`src/rtl/mem_access_stage.sv`:
```
// MEM pipeline stage: issues loads/stores over a req/ack data port, formats load data,
// stalls upstream while an access is outstanding and registers the outcome into MEM/WB.
module mem_access_stage #(
  parameter int unsigned XLEN     = 32,
  parameter int unsigned MAX_WAIT = 15
) (
  input  logic            clk,
  input  logic            rst_n,
  input  logic            mem_valid,
  input  logic [XLEN-1:0] mem_alu_result,
  input  logic [XLEN-1:0] mem_store_data,
  input  logic [4:0]      mem_rd_addr,
  input  logic            mem_rd_en,
  input  logic            mem_wr_en,
  input  logic [2:0]      mem_size,
  input  logic            mem_wb_sel,
  input  logic            mem_wb_fp_en,
  input  logic            mem_wb_int_en,
  output logic            stall_out,
  output logic            dmem_req,
  output logic            dmem_we,
  output logic [XLEN-1:0] dmem_addr,
  output logic [XLEN-1:0] dmem_wdata,
  output logic [3:0]      dmem_be,
  input  logic            dmem_ack,
  input  logic [XLEN-1:0] dmem_rdata,
  output logic            wb_valid,
  output logic [XLEN-1:0] wb_result,
  output logic [4:0]      wb_rd_addr,
  output logic            wb_sel,
  output logic            wb_fp_en,
  output logic            wb_int_en,
  output logic            misalign_err,
  output logic            timeout_err
);

  localparam int unsigned CNT_W = 4;
  localparam int unsigned BE_W  = 4;

  typedef enum logic {
    IDLE = 1'b0,
    BUSY = 1'b1
  } state_t;

  state_t            state;
  logic [CNT_W-1:0]  wait_cnt;

  // Access context held for the duration of a BUSY transaction
  logic [1:0]        lat_lo;
  logic [2:0]        lat_size;
  logic              lat_store;
  logic [XLEN-1:0]   lat_alu;
  logic [4:0]        lat_rd;
  logic              lat_sel;
  logic              lat_fp;
  logic              lat_int;

  logic              memop;
  logic              half_op;
  logic              word_op;
  logic              misaligned;
  logic              issue;
  logic              timeout_hit;
  logic [BE_W-1:0]   be_c;
  logic [XLEN-1:0]   wdata_c;
  logic [XLEN-1:0]   shifted;
  logic [XLEN-1:0]   load_c;

  assign memop       = mem_valid & (mem_rd_en | mem_wr_en);
  assign half_op     = (mem_size[1:0] == 2'b01);
  assign word_op     = mem_size[1];
  assign misaligned  = (half_op & mem_alu_result[0]) | (word_op & (mem_alu_result[1:0] != 2'b00));
  assign issue       = (state == IDLE) & memop & ~misaligned;
  // Ack takes priority over the timeout count in the same cycle
  assign timeout_hit = (wait_cnt == CNT_W'(MAX_WAIT)) & ~dmem_ack;
  assign stall_out   = rst_n & (issue | ((state == BUSY) & ~dmem_ack & ~timeout_hit));

  // Store byte-lane enables and replicated write data
  always_comb begin
    be_c    = '1;
    wdata_c = mem_store_data;
    if (mem_wr_en) begin
      case (mem_size[1:0])
        2'b00: begin
          be_c    = BE_W'(4'b0001 << mem_alu_result[1:0]);
          wdata_c = XLEN'({4{mem_store_data[7:0]}});
        end
        2'b01: begin
          be_c    = mem_alu_result[1] ? 4'b1100 : 4'b0011;
          wdata_c = XLEN'({2{mem_store_data[15:0]}});
        end
        default: ;
      endcase
    end
  end

  // Load lane select and extension
  always_comb begin
    shifted = dmem_rdata >> {lat_lo, 3'b000};
    case (lat_size)
      3'b000:  load_c = XLEN'({{24{shifted[7]}}, shifted[7:0]});
      3'b100:  load_c = XLEN'({24'b0, shifted[7:0]});
      3'b001:  load_c = XLEN'({{16{shifted[15]}}, shifted[15:0]});
      3'b101:  load_c = XLEN'({16'b0, shifted[15:0]});
      default: load_c = dmem_rdata;
    endcase
  end

  always_ff @(posedge clk or negedge rst_n) begin
    if (!rst_n) begin
      state        <= IDLE;
      wait_cnt     <= '0;
      lat_lo       <= '0;
      lat_size     <= '0;
      lat_store    <= 1'b0;
      lat_alu      <= '0;
      lat_rd       <= '0;
      lat_sel      <= 1'b0;
      lat_fp       <= 1'b0;
      lat_int      <= 1'b0;
      dmem_req     <= 1'b0;
      dmem_we      <= 1'b0;
      dmem_addr    <= '0;
      dmem_wdata   <= '0;
      dmem_be      <= '0;
      wb_valid     <= 1'b0;
      wb_result    <= '0;
      wb_rd_addr   <= '0;
      wb_sel       <= 1'b0;
      wb_fp_en     <= 1'b0;
      wb_int_en    <= 1'b0;
      misalign_err <= 1'b0;
      timeout_err  <= 1'b0;
    end else begin
      misalign_err <= 1'b0;
      timeout_err  <= 1'b0;
      wb_valid     <= 1'b0;
      wb_fp_en     <= 1'b0;
      wb_int_en    <= 1'b0;
      if (state == IDLE) begin
        if (mem_valid && !memop) begin
          wb_valid   <= 1'b1;
          wb_result  <= mem_alu_result;
          wb_rd_addr <= mem_rd_addr;
          wb_sel     <= mem_wb_sel;
          wb_fp_en   <= mem_wb_fp_en;
          wb_int_en  <= mem_wb_int_en;
        end else if (memop && misaligned) begin
          misalign_err <= 1'b1;
        end else if (memop) begin
          lat_lo     <= mem_alu_result[1:0];
          lat_size   <= mem_size;
          lat_store  <= mem_wr_en;
          lat_alu    <= mem_alu_result;
          lat_rd     <= mem_rd_addr;
          lat_sel    <= mem_wb_sel;
          lat_fp     <= mem_wb_fp_en;
          lat_int    <= mem_wb_int_en;
          dmem_req   <= 1'b1;
          dmem_we    <= mem_wr_en;
          dmem_addr  <= {mem_alu_result[XLEN-1:2], 2'b00};
          dmem_wdata <= wdata_c;
          dmem_be    <= be_c;
          wait_cnt   <= '0;
          state      <= BUSY;
        end
      end else begin
        if (dmem_ack) begin
          dmem_req   <= 1'b0;
          dmem_we    <= 1'b0;
          wb_valid   <= 1'b1;
          wb_result  <= lat_store ? lat_alu : load_c;
          wb_rd_addr <= lat_rd;
          wb_sel     <= lat_sel;
          wb_fp_en   <= lat_fp & ~lat_store;
          wb_int_en  <= lat_int & ~lat_store;
          wait_cnt   <= '0;
          state      <= IDLE;
        end else if (timeout_hit) begin
          dmem_req    <= 1'b0;
          dmem_we     <= 1'b0;
          timeout_err <= 1'b1;
          wait_cnt    <= '0;
          state       <= IDLE;
        end else begin
          wait_cnt <= wait_cnt + CNT_W'(1);
        end
      end
    end
  end

endmodule

```
`config.mk`:
```
export PLATFORM = sky130hd
export DESIGN_NAME = mem_access_stage
export DESIGN_NICKNAME = d
export VERILOG_FILES = /design/src/rtl/mem_access_stage.sv
export SDC_FILE = /design/constraint.sdc
export NUM_CORES = 1
export LEC_CHECK = 0
export BUFFER_PORTS_ARGS = -buffer_cell sky130_fd_sc_hd__buf_2
export CORE_MARGIN = 10
export CORE_UTILIZATION = 40
export CTS_CLUSTER_DIAMETER = 100
export DETAILED_ROUTE_END_ITERATION = 10
export HOLD_SLACK_MARGIN = 0.03
export PLACE_DENSITY = 0.71
export SLEW_MARGIN = 20
export SYNTH_ARGS = -nofsm -noshare
export SYNTH_HDL_FRONTEND = slang
export SYNTH_SLANG_ARGS = --single-unit
```
`constraint.sdc`:
```
create_clock -name clk -period 2.4 [get_ports clk]
set_input_delay 0.48 -clock clk [delete_from_list [all_inputs] [get_ports clk]]
set_output_delay 0.48 -clock clk [all_outputs]
set_load 0.01 [all_outputs]
```
==> flow_summary.yaml <==
timing:
  rsz0062_at_grt: "false"
  fin_skew_ns: 0.008046
  maxSlewHeadroom_pct: 49.59
  finalCritPeriodShare_pct: 92.74
  worst_pin_slew_ns: 0.7561
  fmax_ghz: 0.4493
  period_needed_ns: 2.226
  drv_slew: 0
  setup_violations: 0
  hold_viol_final: 0
  setup-tns-final_ns: 0
logic_synthesis:
  synth_edf_count: 0
  avgSynthCellArea_um2: 10.27
  synthArstFlopShare_pct: 100.0
  synth_cell_types: 53
  ys_seq_area_share_pct: 48.19
  synth_warnings: 0
  postSynthCellCount: 657
  syn_area_mm2: 0.006750
  synth-seq-cells: 130
  ys.flop_type: "dfrtp_1"
floorplan:
  chipWidth_um: 149.9
  ios: 227
  initial_core_util_pct: 40.70
  fp.coreArea_mm2: 0.01658
  rows: 47
  die_y_um: 149.9
  dieArea_mm2: 0.02247
setup_path:
  r2r-end: "wb_result[15]"
  cp-end-kind: "primary output"
  rrSetupSlack_ns: 0.30
  required_ns: 1.92
  cp_data_arrival_time_ns: 1.75
  worstSetupPathType: "flop to primary output"
  worstSetupStartpointType: "flop"
  path_max_fanout: 9
  rr_startpoint: "state"
  r2r_cells: 5
finish:
  final_common_cell: "buf_2"
  design_area_mm2: 0.008527
  fin_nets: 958
  layout_common_cells: "buf_2 (223), dfrtp_1 (129), mux2_2 (53)"
  nFillCells: 1544
  drive_gt1_share_pct: 40.61
  final_cells: 1079
  areaGrowthSynthToFinish_pct: 26.32
route:
  viasPerCell: 5.549
  drcViolationCount: 0
  dr.pass1.iters: 5
  vias: 5987
  drtIter0Drc: 342
  wl_mm: 22.46
  wl_per_cell_um: 20.82
  ant_nets: 0
placed_design:
  dp.cells: 1045
  gp_congestion: 0.8598
  place_hpwl_mm: 16.71
  numPortBuffers: 224
  dpl_cell_area_mm2: 0.007949
clocking:
  cts_resized: 0
  holdBufCountCts: 0
  clock_path_buffers: 2
  clock-root-buffer: "clkbuf_16"
  cts.clk_slew.worst_paths_ns: 0.06
  cts_tree: "built"
  cts_setup_buffers: 0
  cts_made_buffers: 17
  clock_sinks: 130
  insertion_delay_ns: 0.42
  htreeDepth: 4
power_and_ir_drop:
  ir_drop_mv: 0.5109
  leakagePower_nw: 4.054
  p_per_area_mw_per_mm2: 1019
global_route:
  grt_pass1_wl_mm: 34.60
  grt_overflow: 0
  antenna_found_initial: 3
  grt_pass1_vias: 6070
  grt.total_usage_pct: 19.64
  grt_max_degree: 131
run_status:
  status: "complete, no violations"
flow_run:
  maxCapViolCount: 0
hold_path:
  hp-class: "input port to asynchronous set/reset pin"
-- critical path, stage by stage (launching register included) --
cell     delay (ns)
dfrtp_2        0.48
nor2b_1        0.18
nand4_1        0.24
nand2_1        0.16
and2_1         0.15
buf_2          0.13
-- Yosys cell counts, drive strengths merged (9+ instances only) --
master,count,area (um^2)
dfrtp,130,3253
and3,14,87.58
a21oi,37,185.2
buf,50,341.6
o21ai,61,305.3
clkbuf,36,135.1
o31ai,16,120.1
nand2b,9,56.30
mux2,53,596.8
a221oi,13,120.1
o221ai,19,166.4
nor2,34,127.6
a211oi,15,112.6
nor2b,16,100.1
nand2,51,191.4
inv,10,37.53
mux2i,23,230.2
-- flip-flops by register name, summed over array words and instances (netlist names) --
| name | flops |
|---|---|
| wb_int_en | 1 |
| dmem_wdata | 32 |
| dmem_req | 1 |
| lat_rd | 5 |
| lat_size | 3 |
| lat_lo | 1 |
| wb_fp_en | 1 |
| lat_store | 1 |
| lat_alu | 31 |
| dmem_be | 4 |
| wait_cnt | 4 |
| misalign_err | 1 |
| lat_fp | 1 |
| timeout_err | 1 |
| lat_sel | 1 |
| dmem_we | 1 |
| wb_valid | 1 |
| wb_sel | 1 |
| state | 1 |
| lat_int | 1 |
| wb_result | 32 |
| wb_rd_addr | 5 |
-- area by class of cell --
| class | instances | area (um^2) | share of cell area, % |
|---|---|---|---|
| clock buffer | 22 | 464.2 | 5.444 |
| clock inverter | 10 | 108.9 | 1.277 |
| timing repair buffer | 253 | 1395 | 16.36 |
| inverter | 10 | 37.54 | 0.4402 |
| sequential | 130 | 3254 | 38.17 |
| antenna | 2 | 5.005 | 0.05869 |
| tap | 220 | 275.3 | 3.228 |
| multi-input combinational | 432 | 2987 | 35.03 |
-- logic make-up (layout without fill, tap and decap cells) --
logic type | Yosys count | in the layout | synth area share [%]
AOI/OAI and AO/OA | 208 | 208 | 20.69
and+or+nand+nor | 143 | 143 | 10.55
DFF | 130 | 130 | 48.19
buffers and inverters | 96 | 295 | 7.618
muxes | 77 | 77 | 12.59
adders and majority gates | 1 | 1 | 0.1853
other | 1 | 4 | 0.05555
xor gates and xnor gates | 1 | 1 | 0.1298
-- how the worst max path moves through the flow --
stage | start | slack (ns) | cells after the start | to
finish | state | 0.17 | 5 | stall_out
global route | state | 0.04 | 5 | stall_out
CTS | state | 0.13 | 5 | stall_out
detailed placement | mem_wr_en | 0.29 | 6 | stall_out
global placement | mem_size[1] | 0.31 | 6 | stall_out
floorplan | mem_wr_en | 0.44 | 6 | stall_out
-- metrics by stage --
step                      power [W]  worst slack, ns  hold WS, ns  utilization, %
after floorplan            0.005076           0.4387       0.1844               -
after global placement     0.006136           0.3126       0.4551           47.93
after detailed placement   0.006201           0.2901       0.4647           47.93
after CTS                  0.008772           0.1264       0.2093           51.39
after global routing       0.009221          0.03900       0.1696           51.39
final                      0.008687           0.1743       0.1059           51.42
-- where the power goes --
part	internal, W	switching, W
combinational	0.00125	0.00158
clock	0.00158	0.000968
sequential	0.00284	0.000473
-- per-layer routing --
layer,up-vias,track usage [%],routed length (um)
met5,-,0,13
met4,2,5.685,275
met1,2896,23.83,9029
met3,26,7.065,2362
met2,309,32.13,10780
li1,2754,-,-
Note: power is estimated with default switching activity, not from simulation.
